File: src/rtl/tick_bcd_display.sv
// -----------------------------------------------------------------------------
// tick_bcd_display
//
// Consumes the divided square wave from the clock divider (tick_in, already
// synchronous to clk). Its rising edges drive two things:
//   * a prescaled 4-digit BCD up/down counter (one count step every
//     TICKS_PER_COUNT rising edges while run is high);
//   * the scan of a 4-digit multiplexed, active-low seven-segment display
//     (one digit per rising edge, regardless of run or clear).
//
// Parameters:
//   TICKS_PER_COUNT - tick_in rising edges per count step, 1..1023
//   PRE_W           - prescaler width, 2**PRE_W >= TICKS_PER_COUNT
//
// Ports:
//   clk        in   system clock (same clock as the divider)
//   reset      in   synchronous, active-high reset
//   tick_in    in   divided square wave, synchronous to clk
//   run        in   1 = prescaler advances on ticks, 0 = prescaler/count hold
//   clear      in   synchronous clear of count and prescaler
//   up_down    in   1 = count up, 0 = count down
//   count_bcd  out  {thousands, hundreds, tens, ones} BCD digits
//   wrap       out  one-cycle pulse on 9999->0000 (up) or 0000->9999 (down)
//   an         out  digit enables, active-low, an[0] = ones digit
//   seg        out  segments {g,f,e,d,c,b,a}, active-low
// -----------------------------------------------------------------------------
module tick_bcd_display #(
    parameter int unsigned TICKS_PER_COUNT = 1000,
    parameter int unsigned PRE_W           = 10
) (
    input  logic        clk,
    input  logic        reset,
    input  logic        tick_in,
    input  logic        run,
    input  logic        clear,
    input  logic        up_down,
    output logic [15:0] count_bcd,
    output logic        wrap,
    output logic [3:0]  an,
    output logic [6:0]  seg
);

    // Terminal prescaler value; reaching it on a tick produces a count step.
    localparam logic [PRE_W-1:0] PRE_LAST = PRE_W'(TICKS_PER_COUNT - 1);

    // -------------------------------------------------------------------------
    // Helper functions
    // -------------------------------------------------------------------------

    // Decimal increment of four BCD digits. Bit 16 is the carry out of the
    // thousands digit, i.e. the 9999 -> 0000 rollover.
    function automatic logic [16:0] bcd_inc(input logic [15:0] v);
        logic [15:0] r;
        logic        c;
        r = v;
        c = 1'b1;
        for (int i = 0; i < 4; i++) begin
            if (c) begin
                if (v[4*i +: 4] >= 4'd9) begin
                    // 9 rolls to 0 and carries; out-of-range digits are
                    // forced back to 0 as well
                    r[4*i +: 4] = 4'd0;
                    c           = 1'b1;
                end else begin
                    r[4*i +: 4] = v[4*i +: 4] + 4'd1;
                    c           = 1'b0;
                end
            end else begin
                r[4*i +: 4] = v[4*i +: 4];
            end
        end
        return {c, r};
    endfunction

    // Decimal decrement of four BCD digits. Bit 16 is the borrow out of the
    // thousands digit, i.e. the 0000 -> 9999 rollunder.
    function automatic logic [16:0] bcd_dec(input logic [15:0] v);
        logic [15:0] r;
        logic        b;
        r = v;
        b = 1'b1;
        for (int i = 0; i < 4; i++) begin
            if (b) begin
                if (v[4*i +: 4] == 4'd0) begin
                    r[4*i +: 4] = 4'd9;
                    b           = 1'b1;
                end else if (v[4*i +: 4] > 4'd9) begin
                    // out-of-range digit snaps to 9 without borrowing
                    r[4*i +: 4] = 4'd9;
                    b           = 1'b0;
                end else begin
                    r[4*i +: 4] = v[4*i +: 4] - 4'd1;
                    b           = 1'b0;
                end
            end else begin
                r[4*i +: 4] = v[4*i +: 4];
            end
        end
        return {b, r};
    endfunction

    // Active-low seven-segment pattern {g,f,e,d,c,b,a} for one BCD digit.
    function automatic logic [6:0] seg_decode(input logic [3:0] d);
        logic [6:0] s;
        case (d)
            4'd0:    s = 7'b1000000;
            4'd1:    s = 7'b1111001;
            4'd2:    s = 7'b0100100;
            4'd3:    s = 7'b0110000;
            4'd4:    s = 7'b0011001;
            4'd5:    s = 7'b0010010;
            4'd6:    s = 7'b0000010;
            4'd7:    s = 7'b1111000;
            4'd8:    s = 7'b0000000;
            4'd9:    s = 7'b0010000;
            default: s = 7'b1111111;
        endcase
        return s;
    endfunction

    // -------------------------------------------------------------------------
    // State
    // -------------------------------------------------------------------------
    logic             tick_q;
    logic [PRE_W-1:0] pre_q,   pre_d;
    logic             step_q,  step_d;
    logic [15:0]      count_q, count_d;
    logic             wrap_q,  wrap_d;
    logic [1:0]       idx_q,   idx_d;
    logic [3:0]       an_q,    an_d;
    logic [6:0]       seg_q,   seg_d;

    logic             tick_s;
    logic [16:0]      inc_s;
    logic [16:0]      dec_s;
    logic [3:0]       digit_s;

    // Next-state logic for edge detect, prescaler, counter and display scan.
    always_comb begin
        tick_s  = tick_in & ~tick_q;
        inc_s   = bcd_inc(count_q);
        dec_s   = bcd_dec(count_q);

        pre_d   = pre_q;
        step_d  = 1'b0;
        count_d = count_q;
        wrap_d  = 1'b0;
        idx_d   = idx_q;
        an_d    = 4'b1111;
        digit_s = 4'd0;

        if (clear) begin
            // clear wins over an in-flight step; the step is dropped and
            // no wrap is reported
            pre_d   = {PRE_W{1'b0}};
            step_d  = 1'b0;
            count_d = 16'h0000;
            wrap_d  = 1'b0;
        end else begin
            // The step registered on the previous tick lands now; direction
            // is sampled here so up_down changes apply to the next step.
            if (step_q) begin
                if (up_down) begin
                    count_d = inc_s[15:0];
                    wrap_d  = inc_s[16];
                end else begin
                    count_d = dec_s[15:0];
                    wrap_d  = dec_s[16];
                end
            end else begin
                count_d = count_q;
                wrap_d  = 1'b0;
            end

            if (tick_s && run) begin
                if (pre_q == PRE_LAST) begin
                    pre_d  = {PRE_W{1'b0}};
                    step_d = 1'b1;
                end else begin
                    pre_d  = pre_q + PRE_W'(1);
                    step_d = 1'b0;
                end
            end else begin
                pre_d  = pre_q;
                step_d = 1'b0;
            end
        end

        // Scan position follows every tick, independent of run and clear.
        if (tick_s) begin
            idx_d = idx_q + 2'd1;
        end else begin
            idx_d = idx_q;
        end

        // Display is driven from the current index and count; the
        // registered copy lags them by one cycle.
        case (idx_q)
            2'd0:    begin an_d = 4'b1110; digit_s = count_q[3:0];   end
            2'd1:    begin an_d = 4'b1101; digit_s = count_q[7:4];   end
            2'd2:    begin an_d = 4'b1011; digit_s = count_q[11:8];  end
            2'd3:    begin an_d = 4'b0111; digit_s = count_q[15:12]; end
            default: begin an_d = 4'b1110; digit_s = count_q[3:0];   end
        endcase
        seg_d = seg_decode(digit_s);
    end

    // State registers with synchronous reset; the edge register tracks
    // tick_in even in reset so a high tick_in at release is not an edge.
    always_ff @(posedge clk) begin
        if (reset) begin
            tick_q  <= tick_in;
            pre_q   <= {PRE_W{1'b0}};
            step_q  <= 1'b0;
            count_q <= 16'h0000;
            wrap_q  <= 1'b0;
            idx_q   <= 2'd0;
            an_q    <= 4'b1111;
            seg_q   <= 7'b1111111;
        end else begin
            tick_q  <= tick_in;
            pre_q   <= pre_d;
            step_q  <= step_d;
            count_q <= count_d;
            wrap_q  <= wrap_d;
            idx_q   <= idx_d;
            an_q    <= an_d;
            seg_q   <= seg_d;
        end
    end

    assign count_bcd = count_q;
    assign wrap      = wrap_q;
    assign an        = an_q;
    assign seg       = seg_q;

endmodule

File: config.mk
export PLATFORM = sky130hd
export DESIGN_NAME = tick_bcd_display
export DESIGN_NICKNAME = d
export VERILOG_FILES = /design/src/rtl/tick_bcd_display.sv
export SDC_FILE = /design/constraint.sdc
export NUM_CORES = 1
export LEC_CHECK = 0
export BUFFER_PORTS_ARGS = -buffer_cell sky130_fd_sc_hd__clkbuf_2
export CORE_UTILIZATION = 30
export DETAILED_ROUTE_END_ITERATION = 10
export GPL_ROUTABILITY_DRIVEN = 0
export HOLD_SLACK_MARGIN = 0.06
export SYNTH_ARGS = -nofsm -noshare
export SYNTH_HDL_FRONTEND = slang
export SYNTH_SLANG_ARGS = --single-unit
File: constraint.sdc
create_clock -name clk -period 4.9 [get_ports clk]
set_input_delay 0.98 -clock clk [delete_from_list [all_inputs] [get_ports clk]]
set_output_delay 0.98 -clock clk [all_outputs]
set_load 0.05 [all_outputs]
==> results_dict.tcl, run 1 <==
set metrics [dict create \
    status "completed" \
    crit_chain "clkbuf_2 -> nand2_1 -> or4b_4 -> o21ai_2 -> a31oi_1 -> a311oi_1" \
    p_per_area_nw_per_um2 227 \
    avgSynthCellArea_sq_um 8.36 \
    worstPathRequired_ns 5.12 \
    tightestPinTransition_ns 0.614 \
    layout.nets 375 \
    maxCapViolations 0 \
    hold_viol 0 \
    synth_compound_area_share_pct 23.2 \
    ys_warn_count 0 \
    synthArstFlopShare_pct 0 \
    design_area_sq_um 3020 \
    start_util_pct 30.9 \
    postRouteAntennaNets 0 \
    grt_pass1_wl_mm 10.7 \
    rsz0062_at_grt "false" \
    fin_util_pct 34.6 \
    max_slew_margin_pct 57.9 \
    synth_top_area_share_pct 31.2 \
    synth_mux_area_share_pct 3.11 \
    synth_common_cells "dfxtp_1 (42), nor2_1 (36), ha_1 (24), inv_1 (24)" \
    max_stage_delay_ns 0.59 \
    tritoncts "yes" \
    synth_xor_area_share_pct 3.58 \
    die_y_um 96.7 \
    fp.dieArea_sq_um 9350 \
    final_layout_size_suffix_gt1_share_pct 16.2 \
    clk_latency_ns 0.30 \
    cp-end-kind "flop" \
    cts_resized 0 \
    ctsRootBufferMaster "clkbuf_8" \
    timing.final.ws_setup_ns 2.34 \
    finalSetupViolations 0 \
    clk_pin_slew_ns 0.09 \
    synth_area_leaders "dfxtp_1 (31%), ha_1 (11%), nor2_1 (5.0%), a21oi_1 (3.3%), inv_1 (3.3%)" \
    finalMaxSlewViolations 0 \
    numCtsBuffers 5 \
    p_leak_nw 1.18 \
    cp-start-kind "input port" \
    antenna_found_initial 0 \
    via_per_inst 5.17 \
    holdBufCountCts 0 \
    coreArea_sq_um 8720 \
    place.port_buffers 33 \
    synth_edf_count 0 \
    die_width_um 96.7 \
    htree_levels 2 \
    syn_to_final_growth_pct 12.3 \
    cp_slowest_cell "or4b_4" \
    syn_inst 322 \
    route.detailed.drc 0 \
    dp_hpwl_mm 4.56 \
    ys_seq_area_share_pct 31.2 \
    dominantRegCellSynth "dfxtp_1" \
    n_antenna_cell 0 \
    grt_pass1_vias 2196 \
    dr.pass1.iters 5 \
    rows 34 \
    vdd_drop_max_v 0.000115 \
    post-route-period-util_pct 52.1 \
    wl_per_cell_um 13.8 \
    post_dp_cell_area_sq_um 2910 \
    synthAdderAreaFrac_pct 11.2 \
    max_freq_mhz 391 \
    synthSimpleGateAreaFrac_pct 21.3 \
    crit_arrival_ns 2.77 \
    syn_nets 352 \
    ys_types 60 \
    syn_area_sq_um 2690 \
    vias 2348 \
    cts.sinks 42 \
    clock_path_buffers 2 \
    min_path_type "flop to flop" \
    finalCriticalPeriod_ns 2.56 \
    whs_ns 0.486 \
    worstSetupPathType "input port to flop" \
    detailedRoute.firstIterationViolations 103 \
    ys_seq_elements 42 \
    track_usage_pct 13.8 \
    fin_tns_setup_ns 0 \
    cts_setup_buffers 0 \
    grt_max_degree 32 \
    post-place-ws_ns 2.05 \
    synth_top_family_by_area "compound AO/OA/AOI/OAI gates" \
    grt-ovfl-total 0 \
    path_max_fanout 31 \
    yosysMostFrequentCell "dfxtp_1" \
    wl_mm 6.27 \
    synth.largest_area_cell "dfxtp_1" \
    finClkSkew_ns 0.00425 \
    ioPinCount 34 \
]
[flip-flops by register name (all words and copies together) (netlist names)]
name	count
count_bcd	16
pre_q	10
seg	7
an	4
idx_q	2
step_q	1
tick_q	1
wrap	1
[through the flow]
step / total power [W] / std cells
after floorplan: 0.000401 / 322
after global placement: 0.000414 / 446
after detailed placement: 0.000414 / 446
after CTS: 0.000696 / 454
after global routing: 0.000720 / 454
final: 0.000686 / 454
[critical path: cells and delay by family]
| kind | cells | cell delay [ns] |
|---|---|---|
| buf+inv | 1 | 0.44 |
| compound gates | 3 | 0.60 |
| simple gates | 2 | 0.73 |
[worst paths after layout]
| path | startpoint | end | slack (ns) | cells after the start |
|---|---|---|---|---|
| max reg2reg | count_bcd[4] | count_bcd[14] | 2.55 | 7 |
| min reg2reg | pre_q[1] | pre_q[1] | 0.49 | 2 |
| max | up_down | count_bcd[14] | 2.34 | 6 |
| min | pre_q[1] | pre_q[1] | 0.49 | 2 |
[kinds of logic (layout without fill, tap and decap cells)]
| kind of cell | after synthesis | after routing |
|---|---|---|
| and+or+nand+nor | 108 | 108 |
| AOI/OAI and AO/OA | 89 | 89 |
| DFF | 42 | 42 |
| buffers and inverters | 41 | 65 |
| adders and majority gates | 24 | 24 |
| xor gates and xnor gates | 11 | 11 |
| muxes | 7 | 7 |
[power by group]
group	internal [W]	total, W	switching (W)
Sequential	0.000347	0.000349	0.00000248
Combinational	0.0000163	0.0000566	0.0000403
Clock	0.000152	0.000280	0.000127
Total	0.000515	0.000685	0.000170
[layout make-up]
| class | instances | area (sq um) |
|---|---|---|
| Tap cell | 108 | 135 |
| Timing Repair Buffer | 33 | 165 |
| Clock inverter | 2 | 37.5 |
| Inverter | 24 | 90.1 |
| Multi-Input combinational cell | 239 | 1680 |
| Clock buffer | 6 | 72.6 |
| Sequential cell | 42 | 841 |
| Fill cell | 919 | 5700 |
[metal layers]
| metal | wire length, um | global-route usage (%) | part of all wire [%] |
|---|---|---|---|
| met5 | 0 | 0 | 0 |
| met4 | 52 | 3.90 | 0.83 |
| met3 | 353 | 3.61 | 5.6 |
| met2 | 2850 | 20.9 | 45 |
| met1 | 3020 | 19.1 | 48 |
[cell usage in the layout, fill, tap and decap left out, types with 6 or more instances in the layout]
| cell | count |
|---|---|
| nor2_1 | 36 |
| xor2_1 | 6 |
| nand2_1 | 18 |
| clkbuf_2 | 33 |
| o21ai_0 | 15 |
| a21oi_1 | 18 |
| dfxtp_1 | 42 |
| nand2b_1 | 11 |
| a31oi_1 | 9 |
| nand3_1 | 8 |
| o21bai_1 | 6 |
| ha_1 | 24 |
| nor3b_1 | 6 |
| inv_1 | 24 |
(Power assumes the default switching activity.)
==> inputs of run 2 (changes only) <==
Settings changed: ABC_AREA set to 1.
Clock period 4.9 ns to 2.46 ns, I/O delays scaled along.
==> run 2 against run 1 <==
  * The run now ends with design-rule violations left
  * Area after synthesis rose by 2.3%
  * Via count up 9.0%
  * Die area up 2.2%
  * Design area rose by 3.4%
  * Sequential cell count unchanged
  * Clock skew is 0.00098 ns lower
  * Sequential share of layout area is 0.92 points lower
  * Total power grew 110%
  * Register-to-register slack got worse by 2.1 ns
  * Highest routed layer unchanged
==> results_dict.tcl, run 2 <==
set metrics [dict create \
    wl_mm 6.28 \
    n_antenna_cell 0 \
    cp-start-kind "flop" \
    crit_chain "inv_1 -> ha_1 -> inv_2 -> nand2_1 -> o22ai_1 -> inv_1 -> ha_1 -> or2_1 -> nand3_1 -> nand2_1" \
    synthArstFlopShare_pct 0 \
    layout.nets 464 \
    reg2reg_from "idx_q[0]" \
    holdBufCountCts 0 \
    min_path_type "input port to flop" \
    route.detailed.drc 8 \
    start_util_pct 31.3 \
    finalCriticalPeriod_ns 2.05 \
    postRouteAntennaNets 0 \
    post_dp_cell_area_sq_um 3040 \
    worstHoldStart "tick_in" \
    p_per_area_nw_per_um2 450 \
    htree_levels 2 \
    grt-ovfl-total 0 \
    clk_pin_slew_ns 0.09 \
    seqCellArea_sq_um 841 \
    dr.pass1.iters 10 \
    fillers 941 \
    via_per_inst 4.71 \
    r2r_slack_ns 0.41 \
    reg2regPathDepth 10 \
    p_leak_nw 1.52 \
    avgSynthCellArea_sq_um 6.93 \
    cts_resized 0 \
    vdd_drop_max_v 0.000234 \
    path_max_fanout 6 \
    place.port_buffers 33 \
    antenna_found_initial 0 \
    synth_edf_count 0 \
    dp_hpwl_mm 4.81 \
    internal_power_w 0.000964 \
    detailedRoute.firstIterationViolations 85 \
    grt_max_degree 20 \
    finalMaxSlewViolations 0 \
    finClkSkew_ns 0.00326 \
    ioPinCount 34 \
    worstSetupPathType "flop to flop" \
    max_slew_margin_pct 61.7 \
    track_usage_pct 13.9 \
    violations "design-rule violations" \
    multi_input_comb_area_sq_um 1680 \
    cts.sinks 42 \
    worstPathRequired_ns 2.66 \
    vias 2560 \
    p_sw_w 0.000442 \
    fp.dieArea_sq_um 9560 \
    final_layout_size_suffix_gt1_share_pct 17.0 \
    hold_path_end "tick_q" \
    synth.largest_area_cell "dfxtp_1" \
    synth_top_area_share_pct 30.5 \
    p_seq_share_pct 50.5 \
    rows 34 \
    whs_ns 0.305 \
    power_frac_comb_pct 16.7 \
    ys_seq_elements 42 \
    hold_viol 0 \
    die_width_um 97.8 \
    synth_common_cells "nand2_1 (101), dfxtp_1 (42), inv_1 (40), nor2_1 (40), nand3_1 (37)" \
    reg2reg_to "seg[5]" \
    synth_area_leaders "dfxtp_1 (31%), nand2_1 (14%), ha_1 (11%), nand3_1 (6.7%), inv_1 (5.5%)" \
    ys_warn_count 0 \
    max_stage_delay_ns 0.37 \
    tritoncts "yes" \
    max_freq_mhz 487 \
    syn_nets 427 \
    dominantRegCellSynth "dfxtp_1" \
    numCtsBuffers 5 \
    layout_commonest_cell "nand2_1" \
    clk_latency_ns 0.30 \
    syn_inst 397 \
    ctsRootBufferMaster "clkbuf_8" \
    clkPwrFrac_pct 32.9 \
    largest_register_ffs 16 \
    maxCapViolations 0 \
    finalSetupViolations 0 \
    grt_pass1_wl_mm 11.0 \
    grt_pass1_vias 2457 \
    ys_seq_area_share_pct 30.5 \
    fin_tns_setup_ns 0 \
    wl_per_cell_um 11.6 \
    syn_to_final_growth_pct 13.5 \
    min_path_cells 1 \
    ys_types 35 \
    final_cell_mix "nand2_1 (101), dfxtp_1 (42), inv_1 (40), nor2_1 (40), nand3_1 (37)" \
    cp_slowest_cell "dfxtp_1" \
    post-route-period-util_pct 83.4 \
    power_w 0.00141 \
    syn_area_sq_um 2750 \
    tightestPinTransition_ns 0.571 \
    clock_path_buffers 2 \
    cp-end-kind "flop" \
    design_area_sq_um 3130 \
    die_y_um 97.8 \
    rsz0062_at_grt "false" \
    p_sw_share_pct 31.4 \
    status "complete, but fails checks" \
    cts_setup_buffers 0 \
    coreArea_sq_um 8810 \
    crit_arrival_ns 2.25 \
    yosysMostFrequentCell "nand2_1" \
]
-- run 2: cell types whose count changed in the layout (fill, tap and decap cells not counted), sizes merged, moves of 6 or more --
cell,before,now
a31oi,9,2
inv,24,48
nand2,19,111
nand2b,11,0
nand3,8,41
nor2,36,46
nor3b,6,0
o21ai,17,28
o21bai,6,0
xor2,6,12
-- run 2: cell families (layout without fill, tap and decap cells) --
logic type / after synthesis / count (layout) / share of synthesized area [%]
AND/OR/NAND/NOR: 209 / 209 / 34.7
buffers and inverters: 54 / 92 / 8.36
AO/OA/AOI/OAI: 52 / 52 / 10.3
flip-flops: 42 / 42 / 30.5
adder cells (fa/ha/maj): 24 / 24 / 10.9
XOR/XNOR: 15 / 15 / 4.77
multiplexers: 1 / 1 / 0.364
-- run 2: worst max path at each step --
stage	slack [ns]	to	cells past startpoint	startpoint
CTS	0.40	seg[5]	10	idx_q[0]
finish	0.41	seg[5]	10	idx_q[0]
global route	0.21	seg[3]	11	idx_q[0]
detailed placement	0.42	seg[5]	10	idx_q[0]
floorplan	0.50	seg[3]	10	count_bcd[8]
global placement	0.51	seg[5]	10	idx_q[0]
-- run 2: routing by layer --
metal | vias to the layer above | part of all wire (%) | GRT usage (%) | routed length [um]
met4 | 0 | 1.2 | 3.50 | 76
met3 | 8 | 4.7 | 3.29 | 297
met2 | 47 | 47 | 23.7 | 2950
li1 | 1344 | - | - | -
met5 | - | 0 | 0 | 0
met1 | 1161 | 47 | 17.6 | 2950
-- run 2: worst max-delay path: cells and delay by family, from the launching register on --
family	cells	cell delay (ns)
fa+ha+maj	2	0.46
simple gates	4	0.43
flops	1	0.37
buf+inv	3	0.34
compound gates	1	0.35
-- run 2: through the flow --
step,std cells,utilization (%),worst slack (ns)
5_1_grt,543,35.5,0.215
4_1_cts,543,35.5,0.401
3_5_place_dp,535,34.5,0.421
6_report,543,35.5,0.407
3_3_place_gp,535,34.5,0.510
2_1_floorplan,397,-,0.501
-- run 2: power by group through the flow --
stage	combinational, W	clock, W	sequential, W
after global routing	0.000261	0.000507	0.000714
after CTS	0.000236	0.000483	0.000710
after global placement	0.000232	0	0.000727
final	0.000235	0.000462	0.000710
after floorplan	0.000115	0	0.000798
after detailed placement	0.000235	0	0.000727
-- run 2: final cells by class --
cell class	instances	share of cell area, %
Clock inverter	3	0.681
Sequential cell	42	26.9
Multi-Input combinational cell	301	53.8
Timing Repair Buffer	35	5.76
Clock buffer	5	2.20
Tap cell	108	4.32
Inverter	49	6.33
